### src/rtl/sound_pkg.sv
// sound_pkg -- shared definitions for the sound_gen block.
//   state_e   : controller states (IDLE, LAMP, LOSE, HS)
//   F_HZ      : lamp tone frequencies in Hz, indexed by tone index 0..3
//   half_cyc  : half-period of tone idx in clock cycles (truncating)
//   note_cyc  : jingle note length in clock cycles
package sound_pkg;

  typedef enum logic [1:0] {
    ST_IDLE = 2'd0,
    ST_LAMP = 2'd1,
    ST_LOSE = 2'd2,
    ST_HS   = 2'd3
  } state_e;

  localparam int unsigned F_HZ [4] = '{32'd415, 32'd310, 32'd252, 32'd209};

  function automatic int unsigned half_cyc(input int unsigned clk_hz, input logic [1:0] idx);
    return clk_hz / (32'd2 * F_HZ[idx]);
  endfunction

  // 64-bit product: CLK_HZ*NOTE_MS exceeds 32 bits at the default clock.
  function automatic int unsigned note_cyc(input int unsigned clk_hz, input int unsigned note_ms);
    longint unsigned prod;
    prod = 64'(clk_hz) * 64'(note_ms) / 64'd1000;
    return 32'(prod);
  endfunction

endpackage

### src/rtl/sound_gen_if.sv
// sound_gen_if -- controller-to-sound-generator signal bundle.
//   lamp     : encoded lamp index 0..3 (valid while lamp_ena)
//   lamp_ena : lamp lit
//   lose, hs : level flags from the controller
//   spk      : square-wave speaker drive
//   busy     : generator is not idle
// master = controller side, slave = sound_gen side.
interface sound_gen_if;
  logic [1:0] lamp;
  logic       lamp_ena;
  logic       lose;
  logic       hs;
  logic       spk;
  logic       busy;

  modport master (output lamp, lamp_ena, lose, hs, input spk, busy);
  modport slave  (input lamp, lamp_ena, lose, hs, output spk, busy);
endinterface

### src/rtl/sound_gen_tone_div.sv
// tone_div -- reloadable half-period down-counter.
//   clk, rst_n : clock, asynchronous active-low reset
//   load       : restart the count from half
//   half       : reload value (half-period in cycles minus one)
//   toggle     : one-cycle strobe when the count expires; the speaker
//                flips on that edge and the counter reloads itself
module tone_div #(
  parameter int W = 8
) (
  input  logic         clk,
  input  logic         rst_n,
  input  logic         load,
  input  logic [W-1:0] half,
  output logic         toggle
);

  logic [W-1:0] cnt_r;

  // Down-counter that restarts from the reload value on load or on expiry.
  always_ff @(posedge clk or negedge rst_n) begin
    if (!rst_n) begin
      cnt_r <= '0;
    end else if (load || (cnt_r == '0)) begin
      cnt_r <= half;
    end else begin
      cnt_r <= cnt_r - W'(1);
    end
  end

  assign toggle = !load && (cnt_r == '0);

endmodule

### src/rtl/sound_gen.sv
// sound_gen -- lamp tone and lose/high-score jingle generator.
//   clk   : clock, rising edge
//   rst_n : asynchronous active-low reset (silences spk at once)
//   bus   : sound_gen_if.slave (lamp, lamp_ena, lose, hs in; spk, busy out)
// Parameters: CLK_HZ (clock in Hz), NOTE_MS (jingle note length in ms).
// Build option: define SOUND_JINGLE_EN to enable the LOSE/HS jingles;
// without it lose and hs are ignored and only lamp tones play.
module sound_gen #(
  parameter int unsigned CLK_HZ  = 32'd50_000_000,
  parameter int unsigned NOTE_MS = 32'd150
) (
  input logic        clk,
  input logic        rst_n,
  sound_gen_if.slave bus
);

  import sound_pkg::*;

  // Index 3 has the lowest frequency and therefore the longest half-period.
  localparam int HALF_W = $clog2(half_cyc(CLK_HZ, 2'd3));
  localparam logic [HALF_W-1:0] RELOAD [4] = '{
    HALF_W'(half_cyc(CLK_HZ, 2'd0) - 32'd1),
    HALF_W'(half_cyc(CLK_HZ, 2'd1) - 32'd1),
    HALF_W'(half_cyc(CLK_HZ, 2'd2) - 32'd1),
    HALF_W'(half_cyc(CLK_HZ, 2'd3) - 32'd1)
  };

  state_e            state_r, state_nxt_s;
  logic [1:0]        idx_r, idx_nxt_s;
  logic              spk_r, spk_nxt_s;
  logic              busy_r;
  logic              load_s, toggle_s;
  logic [HALF_W-1:0] half_s;

`ifdef SOUND_JINGLE_EN
  localparam int unsigned NOTE_CYC = note_cyc(CLK_HZ, NOTE_MS);
  localparam int NOTE_W = $clog2(NOTE_CYC);
  localparam logic [NOTE_W-1:0] NOTE_LAST = NOTE_W'(NOTE_CYC - 32'd1);

  logic              lose_q_r, hs_q_r;
  logic              lose_rise_s, hs_rise_s;
  logic [NOTE_W-1:0] note_cnt_r, note_cnt_nxt_s;
  logic [1:0]        note_num_r, note_num_nxt_s;

  assign lose_rise_s = bus.lose & ~lose_q_r;
  assign hs_rise_s   = bus.hs & ~hs_q_r;
`else
  logic unused_s;
  assign unused_s = bus.lose ^ bus.hs;
`endif

  // The reload value follows the tone index that will be current after this edge.
  assign half_s = RELOAD[idx_nxt_s];

  tone_div #(.W(HALF_W)) u_div (
    .clk    (clk),
    .rst_n  (rst_n),
    .load   (load_s),
    .half   (half_s),
    .toggle (toggle_s)
  );

  // Next-state, tone selection, note sequencing and speaker decode.
  always_comb begin
    state_nxt_s = state_r;
    idx_nxt_s   = idx_r;
    load_s      = 1'b0;
    spk_nxt_s   = spk_r;
`ifdef SOUND_JINGLE_EN
    note_cnt_nxt_s = note_cnt_r;
    note_num_nxt_s = note_num_r;
`endif
    case (state_r)
      ST_IDLE, ST_LAMP: begin
`ifdef SOUND_JINGLE_EN
        if (lose_rise_s) begin
          state_nxt_s    = ST_LOSE;
          idx_nxt_s      = 2'd3;
          load_s         = 1'b1;
          note_cnt_nxt_s = '0;
          note_num_nxt_s = 2'd0;
        end else if (hs_rise_s) begin
          state_nxt_s    = ST_HS;
          idx_nxt_s      = 2'd0;
          load_s         = 1'b1;
          note_cnt_nxt_s = '0;
          note_num_nxt_s = 2'd0;
        end else
`endif
        if (!bus.lamp_ena) begin
          state_nxt_s = ST_IDLE;
        end else if ((state_r == ST_IDLE) || (bus.lamp != idx_r)) begin
          state_nxt_s = ST_LAMP;
          idx_nxt_s   = bus.lamp;
          load_s      = 1'b1;
        end else begin
          state_nxt_s = ST_LAMP;
        end
      end
`ifdef SOUND_JINGLE_EN
      ST_LOSE, ST_HS: begin
        if (note_cnt_r == NOTE_LAST) begin
          note_cnt_nxt_s = '0;
          load_s         = 1'b1;
          if (note_num_r == 2'd3) begin
            // Jingle over: fall straight into a lamp tone if one is lit.
            if (bus.lamp_ena) begin
              state_nxt_s = ST_LAMP;
              idx_nxt_s   = bus.lamp;
            end else begin
              state_nxt_s = ST_IDLE;
            end
          end else begin
            note_num_nxt_s = note_num_r + 2'd1;
            idx_nxt_s      = (state_r == ST_LOSE) ? (idx_r - 2'd1) : (idx_r + 2'd1);
          end
        end else begin
          note_cnt_nxt_s = note_cnt_r + NOTE_W'(1);
        end
      end
`endif
      default: begin
        state_nxt_s = ST_IDLE;
      end
    endcase

    // Every tone start and every idle cycle begins with the speaker low.
    if (load_s || (state_nxt_s == ST_IDLE)) begin
      spk_nxt_s = 1'b0;
    end else if (toggle_s) begin
      spk_nxt_s = !spk_r;
    end else begin
      spk_nxt_s = spk_r;
    end
  end

  // State, tone index, speaker and busy registers.
  always_ff @(posedge clk or negedge rst_n) begin
    if (!rst_n) begin
      state_r <= ST_IDLE;
      idx_r   <= 2'd0;
      spk_r   <= 1'b0;
      busy_r  <= 1'b0;
    end else begin
      state_r <= state_nxt_s;
      idx_r   <= idx_nxt_s;
      spk_r   <= spk_nxt_s;
      busy_r  <= (state_nxt_s != ST_IDLE);
    end
  end

`ifdef SOUND_JINGLE_EN
  // Edge-detect copies of lose/hs and jingle note timing.
  always_ff @(posedge clk or negedge rst_n) begin
    if (!rst_n) begin
      lose_q_r   <= 1'b0;
      hs_q_r     <= 1'b0;
      note_cnt_r <= '0;
      note_num_r <= 2'd0;
    end else begin
      lose_q_r   <= bus.lose;
      hs_q_r     <= bus.hs;
      note_cnt_r <= note_cnt_nxt_s;
      note_num_r <= note_num_nxt_s;
    end
  end
`endif

  assign bus.spk  = spk_r;
  assign bus.busy = busy_r;

endmodule

### src/flat_wrapper.sv
// flat-port wrapper written by rule: the top's interface ports become plain ports
module sound_gen_flat import sound_pkg::*;
#(
  parameter int unsigned CLK_HZ  = 32'd50_000_000,
  parameter int unsigned NOTE_MS = 32'd150
)
  (clk, rst_n, bus_lamp, bus_lamp_ena, bus_lose, bus_hs, bus_spk, bus_busy);
  sound_gen_if bus_i ();
  input logic clk;
  input logic rst_n;
  input wire logic [$bits(bus_i.lamp)-1:0] bus_lamp;
  input wire logic [$bits(bus_i.lamp_ena)-1:0] bus_lamp_ena;
  input wire logic [$bits(bus_i.lose)-1:0] bus_lose;
  input wire logic [$bits(bus_i.hs)-1:0] bus_hs;
  output wire logic [$bits(bus_i.spk)-1:0] bus_spk;
  output wire logic [$bits(bus_i.busy)-1:0] bus_busy;
  assign bus_i.lamp = bus_lamp;
  assign bus_i.lamp_ena = bus_lamp_ena;
  assign bus_i.lose = bus_lose;
  assign bus_i.hs = bus_hs;
  assign bus_spk = bus_i.spk;
  assign bus_busy = bus_i.busy;
  sound_gen #(.CLK_HZ(CLK_HZ), .NOTE_MS(NOTE_MS)) u_core (.clk(clk), .rst_n(rst_n), .bus(bus_i));
endmodule
### config.mk
export PLATFORM = sky130hd
export DESIGN_NAME = sound_gen_flat
export DESIGN_NICKNAME = d
export VERILOG_FILES = /design/src/rtl/sound_pkg.sv /design/src/rtl/sound_gen_if.sv /design/src/rtl/sound_gen_tone_div.sv /design/src/rtl/sound_gen.sv /design/src/flat_wrapper.sv
export SDC_FILE = /design/constraint.sdc
export NUM_CORES = 1
export LEC_CHECK = 0
export ABC_CLOCK_PERIOD_IN_PS = 3000
export BUFFER_PORTS_ARGS = -buffer_cell sky130_fd_sc_hd__clkbuf_2
export CORE_ASPECT_RATIO = 0.8
export CORE_MARGIN = 2
export CORE_UTILIZATION = 30
export DETAILED_ROUTE_END_ITERATION = 16
export MAX_ROUTING_LAYER = met4
export PLACE_DENSITY = 0.45
export SETUP_SLACK_MARGIN = 0.1
export SYNTH_ARGS = -nofsm -noshare
export SYNTH_HDL_FRONTEND = slang
export SYNTH_SLANG_ARGS = --single-unit
### constraint.sdc
create_clock -name clk -period 3 [get_ports clk]
set_clock_uncertainty 0.15 [all_clocks]
set_input_delay 0.45 -clock clk [delete_from_list [all_inputs] [get_ports clk]]
set_output_delay 0.45 -clock clk [all_outputs]
set_load 0.05 [all_outputs]
---- Yosys cells after proc, flatten, opt, wreduce, memory -nomap -nowiden ----
Cells that the tools add are included.
word-level totals
  memories kept ........................... 0
  memory bits (read-only) ................. 0
  register bits after elaboration ......... 22
  RAM bits ................................ 0
  input bits .............................. 7
  latch bits .............................. 0
operators by class
  magnitude comparators ................... 1
  add/sub/neg operators ................... 1
  bitwise gates (word level) .............. 1
  shift-type cells ........................ 0
  equality and inequality tests ........... 2
  divide/modulo/power cells ............... 0
  multiplexer cells ....................... 14
  reductions and logical operators ........ 12
  multiply operators ...................... 0
operator list
  kind                     count
  $mux W17                 3
  $bmux W17 S2             1
  $logic_not A17 Y1        1
  $sub A17 B1 Y17 const B  1
  $mux W1                  7
  $mux W2                  3
  $logic_not A2 Y1         2
  $reduce_bool A2 Y1       2
  $ge A3 B3 Y1 const B     1
  $logic_or A1 B1 Y1       3
  $not A2 Y3               1
  $logic_not A1 Y1         2
  $ne A2 B2 Y1             1
  $reduce_or A2 Y1         1
  $eq A1 B1 Y1 const B     1
  $logic_and A1 B1 Y1      1

---- Logic depth before layout (Yosys ltp) ----
Gate-level depths: netlist (run 1).
  depth after elaboration ................. 10
  depth in mapped cells ................... 8
  depth with buffers taken out ............ 6

---- Modules after synthesis ----
Synthesis (run 1) repeated with hierarchy kept, for this count alone.
second synthesis, totals
  cell total of the unflattened synthesis .. 127
  area total of the unflattened synthesis .. 1,258.7 um^2
modules (own cells, without submodules)
  module     cells an instance  area each (um^2)  times used  seq. area each (um^2)
  tone_div   100                994.7             1           425.4
  sound_gen  27                 264.0             1           100.1

---- Worst setup path after synthesis (run 1) ----
Ideal clock, no wire load.
  path type ............................... register to register
  from .................................... register u_core.u_div.cnt_r[0]
  to ...................................... register u_core.u_div.cnt_r[7]
  library setup time ...................... 0.125 ns
  path buffers ............................ 1
  required time ........................... 2.725 ns
  data arrival time ....................... 1.917 ns
  setup slack ............................. 0.809 ns
  cell stages (with the launch flop) ...... 8
  cell sequence ........................... dfrtp_1 inv_1 ha_1 or4b_1 nor4_2 a21o_1 buf_6 mux2_2
on the way
  cells in the longest elaborated chain, start to end .. 3
  elaborated cells on any way between the ends .. 4
  those cells by class .................... add/sub (1); mux (1); reduce/logical (2)
ends and longest elaborated chain
  element                                                  RTL line                  RTL
  from (decl)                                              sound_gen_tone_div.sv:17  logic [W-1:0] cnt_r;
  from (signal assigned)                                   sound_gen_tone_div.sv:24  cnt_r <= half;
  from (signal assigned)                                   sound_gen_tone_div.sv:26  cnt_r <= cnt_r - W'(1);
  branches (longest 2 deep; another with $sub A17 B1 Y17)  -
  $mux W17 (*)                                             sound_gen_tone_div.sv:23  end else if (load || (cnt_r == '0)) begin
Every way passes the cells marked *.
A chain may end at the register's enable or synchronous reset.

---- Worst setup path after layout (run 1) ----
  from .................................... register u_core.u_div.cnt_r[0]
  to ...................................... register u_core.u_div.cnt_r[0]
Same word-level chain as after synthesis.

==> results of run 1 <==
==> worst max-delay path: cells and delay by family (launching register included) <==
| family | cells | cell delay (ns) |
|---|---|---|
| multiplexers | 1 | 0.20 |
| AND/OR/NAND/NOR | 2 | 0.90 |
| adder cells (fa/ha/maj) | 1 | 0.14 |
| buffers and inverters | 2 | 0.31 |
| AO/OA/AOI/OAI | 1 | 0.27 |
| flip-flops | 1 | 0.41 |
==> cells in the final DEF, fill, tap and decap left out, drive strengths merged <==
cell	n
nand2	4
nand4b	2
nand3	3
or4b	1
nor3b	2
nor3	3
buf	4
or4	3
a21o	1
nand3b	1
mux2i	12
ha	7
nor4b	1
nor2	8
nand2b	2
xor2	10
nor4	4
mux2	2
clkbuf	9
inv	5
dfrtp	21
xnor2	8
nand4	2
clkinv	1
==> kinds of logic (layout without fill, tap and decap cells) <==
group | count (synthesis) | after routing | share of synthesized area, %
AND/OR/NAND/NOR | 36 | 36 | 18.2
adder cells (fa/ha/maj) | 7 | 7 | 7.38
AO/OA/AOI/OAI | 1 | 1 | 0.632
buffers and inverters | 7 | 19 | 4.22
XOR/XNOR | 18 | 18 | 13.3
multiplexers | 14 | 14 | 12.0
flip-flops | 21 | 21 | 44.3
==> state kept, by name (all words and copies together), names as in the netlist <==
name                flops
u_core.u_div.cnt_r     17
u_core.idx_r            2
u_core.bus.busy         1
u_core.bus.spk          1
==> per-layer routing <==
| layer | share of wire, % | global-route usage (%) | vias to the layer above |
|---|---|---|---|
| met4 | 0.53 | 2.30 | 0 |
| met5 | 0 | - | - |
| met1 | 54 | 18.0 | 381 |
| li1 | - | - | 385 |
| met2 | 41 | 16.1 | 10 |
| met3 | 3.6 | 4.05 | 2 |
==> layout make-up <==
class,instances,share of cell area [%]
clock buffers,3,3.10
well taps,55,5.17
flip-flops and latches,21,39.5
repair buffers,10,4.51
clock inverters,1,0.376
multi-input cells,76,46.0
inverters,5,1.41
==> report_power, final <==
part           internal (W)  leakage (nW)  switching (W)
clock             0.0000926        0.0255      0.0000951
combinational      0.000148         0.280       0.000149
sequential         0.000351         0.247      0.0000789
==> final timing paths <==
| path | cells after the start | startpoint | slack, ns | end |
|---|---|---|---|---|
| worst max register to register | 7 | u_core.u_div.cnt_r[0] | 0.54 | u_core.u_div.cnt_r[0] |
| max in group asynchronous | 1 | rst_n | 2.32 | u_core.u_div.cnt_r[0] |
| worst min register to register | 1 | u_core.u_div.cnt_r[0] | 0.38 | u_core.u_div.cnt_r[0] |
| worst max-delay path | 7 | u_core.u_div.cnt_r[0] | 0.54 | u_core.u_div.cnt_r[0] |
| worst min-delay path | 1 | rst_n | 0.004 | u_core.u_div.cnt_r[8] |
| min in group clk | 1 | bus_lamp_ena | 0.21 | u_core.bus.busy |
==> metrics by stage <==
stage	area, um2	total power (W)
2_1_floorplan	1190	0.000643
3_3_place_gp	1280	0.000730
3_5_place_dp	1280	0.000732
4_1_cts	1330	0.000924
5_1_grt	1330	0.000992
6_report	1330	0.000914
==> metrics.md, run 1 <==
| Metric | Value |
|---|---|
| Status | `complete, no violations` |
| Initial DRT Pass Iterations | `4` |
| FILL cells | `402` |
| Via density | `4.55` |
| PortBufs | `6` |
| RePlAce Congestion | `0.811` |
| CP peak stage delay | `0.47 ns` |
| Synth area leader | `dfrtp_1` |
| Post-synth EDFFs | `0` |
| Cells after Synth | `104` |
| Setup Viol. Count Final | `0` |
| DRC viols | `0` |
| Distinct cell type count after synthesis | `25` |
| Max_cap viols | `0` |
| Initial DRC Count | `70` |
| Total routed wirelength | `2.25 mm` |
| Synth Flop Type | `dfrtp_1` |
| FMAX | `0.406 GHz` |
| Ys async rst share | `100%` |
| Commonest cells in the netlist | `dfrtp_1 (21), mux2i_1 (12), xor2_1 (10)` |
| CP Class | `reg -> reg` |
| HP Class | `in -> async` |
| Placed instance count | `167` |
| Pin count of the biggest net entering global routing | `22` |
| CP max stage cell | `or4b_1` |
| H-tree depth | `1` |
| CP max FO | `7` |
| CTS resizes | `0` |
| #FFs+latches synth | `21` |
| Arrival time worst endpoint | `2.49 ns` |
| Initial Utilization | `31.2%` |
| Setup crit start kind | `flop` |
| # IOs | `9` |
| First-pass GRT wire length | `3.81 mm` |
| Post-route minimum period | `2.46 ns` |
| Pwr per Cell Area | `687 nW/um2` |
| Rel. slew slack | `44.1%` |
| Total grt overflow | `0` |
| Endpoint type of the worst setup path | `flop` |
| Slew @ Worst Pin | `0.832 ns` |
| Finished Core Util | `35.0%` |
| Synth Cell Area | `1190 um2` |
| TritonCTS clock tree | `done` |
| Tcrit/Tclk final | `82.2%` |
| Area of the multi-input gates | `612 um2` |
| Chip height | `60.3 um` |
| CTS hold repair buffers | `0` |
| Count leader, synth | `dfrtp_1` |
| CTS Sinks | `21` |
| Clock Tree Buf Depth | `2` |
| Initial antenna violation count | `0` |
| Share of the synthesized area in the top cell type | `44.3%` |
| Warnings, synthesis | `0` |
| Pre-CTS setup slack | `0.544 ns` |
| Crit path cell chain | `inv_1, ha_1, or4b_1, nor4_2, a21o_1, buf_4, mux2i_1` |
| Syn-to-layout area delta | `12.1%` |
| CP Data Required Time | `3.03 ns` |
| Die Wd | `74.3 um` |
| Total Neg Setup Slack | `0 ns` |
| # rows | `20` |
| Maximum vdd drop | `358 uV` |
| Register area | `526 um2` |
| Post-DRT Antenna Nets | `0` |
| ANT cells | `0` |
| Clock slew at reported path FFs | `0.08 ns` |
| Syn Area/Cell | `11.4 um2` |
| Synthesized Nets | `118` |
| Seq/Total Area, Yosys | `44.3%` |
| Final #Nets | `131` |
| Die footprint | `4480 um2` |
| Slack of the critical path | `0.535 ns` |
| Core Area | `3800 um2` |
| DR vias | `778` |
| GRT Util Overall | `12.2%` |
| Slew Limit Fails | `0` |
| Cell Count, Final, Fillers Out | `171` |
| Pleak | `0.552 nW` |
| Top cells by area, synth | `dfrtp_1 (44%), mux2i_1 (10%), ha_1 (7.4%)` |
| Setup bufs post-CTS | `0` |
| Later-pin clock latency in the skew report | `0.26 ns` |
| Hpwl dp | `1.66 mm` |
| CTS root buf | `clkbuf_8` |
| Share of cells above drive strength 1 | `15.5%` |
| RSZ-0062 raised after global routing | `no` |
| Hold Slack | `0.00385 ns` |
| CTS buffer count | `3` |
| WL/cell | `13.1 um` |
| Vias in the first global route | `742` |
| Final hold violations | `0` |
Power figures use the tool's default switching activity.
==> run 2, diff against run 1 <==
- ABC_AREA: not set -> 1
- ABC_CLOCK_PERIOD_IN_PS: 3000 -> 2150
- PLACE_DENSITY: 0.45 -> 0.46
- clock period: 3 -> 2.15 ns (I/O delays scaled with it)
==> metrics.md, run 2 <==
| Metric | Value |
|---|---|
| Status | `complete, no violations` |
| Count leader, synth | `nand2_1` |
| Total Neg Setup Slack | `0 ns (unchanged)` |
| PortBufs | `6 (unchanged)` |
| RePlAce Congestion | `0.784 (-3.4%)` |
| Total grt overflow | `0 (unchanged)` |
| CTS Sinks | `21 (unchanged)` |
| Post-synth EDFFs | `0 (unchanged)` |
| CP Data Required Time | `2.16 ns (-0.87 ns)` |
| Critical Path Sink | `u_core.u_div.cnt_r[13]` |
| Max_cap viols | `0 (unchanged)` |
| CP Class | `reg -> reg` |
| Syn-to-layout area delta | `11.2%` |
| Worst reg2reg path startpoint | `u_core.u_div.cnt_r[0]` |
| Final #Nets | `206 (+57%)` |
| First-pass GRT wire length | `4.84 mm (+27%)` |
| Share of cells above drive strength 1 | `13.6% (-1.9 points)` |
| ANT cells | `0 (unchanged)` |
| Rel. slew slack | `61.8% (+18 points)` |
| Chip height | `63.6 um (+5.5%)` |
| Largest registers | `u_core.u_div.cnt_r (17), u_core.idx_r (2)` |
| Setup crit start kind | `flop` |
| Die footprint | `4990 um2 (+11%)` |
| Slack of the critical path | `0.467 ns (-0.0678 ns)` |
| Initial Utilization | `31.5% (+0.25 points)` |
| Post-DRT Antenna Nets | `0 (unchanged)` |
| FILL cells | `452 (+12%)` |
| Commonest non-fill, non-tap cells in the layout | `nand2_1 (67), nor2_1 (21), dfrtp_1 (21)` |
| RSZ-0062 raised after global routing | `no` |
| Reg2reg end | `u_core.u_div.cnt_r[13]` |
| R2R depth | `9 (+2)` |
| Max reg flops | `17 (unchanged)` |
| Total routed wirelength | `2.65 mm (+18%)` |
| Hold-critical path depth | `1` |
| FMAX | `0.594 GHz (+46%)` |
| # rows | `21 (+5.0%)` |
| Die Wd | `78.5 um (+5.6%)` |
| Cells after Synth | `180 (+73%)` |
| WL/cell | `10.7 um (-19%)` |
| Initial antenna violation count | `0 (unchanged)` |
| Synth Cell Area | `1330 um2 (+12%)` |
| CTS root buf | `clkbuf_8` |
| R2R setup slack | `0.47 ns (-0.07 ns)` |
| Vias in the first global route | `1053 (+42%)` |
| Top cells by area, synth | `dfrtp_1 (39%), nand2_1 (19%), ha_1 (6.6%)` |
| Share of the synthesized area in the top cell type | `39.5% (-4.8 points)` |
| Core Area | `4230 um2 (+11%)` |
| # IOs | `9 (unchanged)` |
| Slew @ Worst Pin | `0.573 ns (-0.259 ns)` |
| Via density | `4.24 (-6.9%)` |
| Setup bufs post-CTS | `0 (unchanged)` |
| Pwr per Cell Area | `816 nW/um2 (+19%)` |
| CP max FO | `15 (+8)` |
| Pre-CTS setup slack | `0.465 ns (-0.0796 ns)` |
| Synth Flop Type | `dfrtp_1` |
| DRC viols | `0 (unchanged)` |
| Clock slew at reported path FFs | `0.08 ns (about the same)` |
| GRT Util Overall | `12.9% (+0.72 points)` |
| CTS buffer count | `3 (unchanged)` |
| H-tree depth | `1 (unchanged)` |
| Seq/Total Area, Yosys | `39.5% (-4.8 points)` |
| Arrival time worst endpoint | `1.69 ns (-0.80 ns)` |
| Hpwl dp | `2.05 mm (+23%)` |
| #FFs+latches synth | `21 (unchanged)` |
| Pin count of the biggest net entering global routing | `22 (unchanged)` |
| Synth area leader | `dfrtp_1` |
| CTS resizes | `0 (unchanged)` |
| Final hold violations | `0 (unchanged)` |
| Most common cell after layout, fill and taps aside | `nand2_1` |
| TritonCTS clock tree | `done` |
| Clock Tree Buf Depth | `2 (unchanged)` |
| Warnings, synthesis | `0 (unchanged)` |
| Biggest register | `u_core.u_div.cnt_r` |
| Distinct cell type count after synthesis | `19 (-24%)` |
| First element of the critical path | `u_core.u_div.cnt_r[0]` |
| Post-route minimum period | `1.68 ns (-0.782 ns)` |
| Slew Limit Fails | `0 (unchanged)` |
| Commonest cells in the netlist | `nand2_1 (67), dfrtp_1 (21), nor2_1 (21)` |
| HP Class | `in -> reg` |
| Maximum vdd drop | `292 uV (-18%)` |
| CTS hold repair buffers | `1 (+1)` |
| Setup Viol. Count Final | `0 (unchanged)` |
| Ys async rst share | `100% (unchanged)` |
| DR vias | `1051 (+35%)` |
| Initial DRC Count | `42 (-40%)` |
| Syn Area/Cell | `7.40 um2 (-35%)` |
| Pleak | `0.787 nW (+42%)` |
| Initial DRT Pass Iterations | `4 (unchanged)` |
| Tcrit/Tclk final | `78.3% (-3.9 points)` |
| Later-pin clock latency in the skew report | `0.26 ns (about the same)` |
| Synthesized Nets | `194 (+64%)` |
| Endpoint type of the worst setup path | `flop` |
## run 2: routing by layer
layer	wire length [um]	global-route usage (%)	vias to the layer above
met2	1150	17.9	8
met4	0	2.63	0
met1	1450	18.8	480
met3	51	3.44	0
li1	-	-	563
met5	0	-	-
## run 2: critical path, cell delays in order (launching register included)
cell	delay, ns
dfrtp_1	0.37
inv_1	0.11
ha_1	0.16
nand3_1	0.11
nor2_4	0.14
nand2_4	0.07
nand2_4	0.17
inv_2	0.15
nand2_1	0.09
nand2_1	0.05
## run 2: cell families after synthesis
| logic type | share of synthesized area (%) |
|---|---|
| fa+ha+maj | 6.58 |
| buf+inv | 7.61 |
| compound gates | 2.63 |
| flops | 39.5 |
| xor+xnor | 4.61 |
| simple gates | 39.1 |
## run 2: cell type report
type / instances / area (um2) / area share (%)
flip-flops and latches: 21 / 526 / 35.5
repair buffers: 9 / 55.1 / 3.72
multi-input cells: 136 / 704 / 47.6
inverters: 21 / 78.8 / 5.33
well taps: 57 / 71.3 / 4.82
clock buffers: 4 / 45.0 / 3.04
## run 2: worst min-delay path by stage
stage / from / to / slack (ns)
after floorplan: rst_n / u_core.bus.busy / -0.12
after global placement: rst_n / u_core.bus.busy / 0.19
after detailed placement: rst_n / u_core.idx_r[1] / 0.20
after CTS: bus_lamp_ena / u_core.bus.busy / 0.09
after global routing: bus_lamp_ena / u_core.bus.busy / 0.09
final: bus_lamp_ena / u_core.bus.busy / 0.1
## run 2: stage by stage
stage	total power, W	hold WS, ns	std cells	util (%)	instance area, um2
4_1_cts	0.00123	0.0931	248	35.0	1480
3_3_place_gp	0.000947	0.189	243	33.7	1430
2_1_floorplan	0.000858	-0.123	180	-	1330
3_5_place_dp	0.000953	0.201	243	33.7	1430
5_1_grt	0.00132	0.0927	248	35.0	1480
6_report	0.00121	0.0959	248	35.0	1480
## run 2: power by group
part / internal (W) / switching [W]
sequential: 0.000471 / 0.0000779
combinational: 0.000149 / 0.000246
clock: 0.000132 / 0.000132
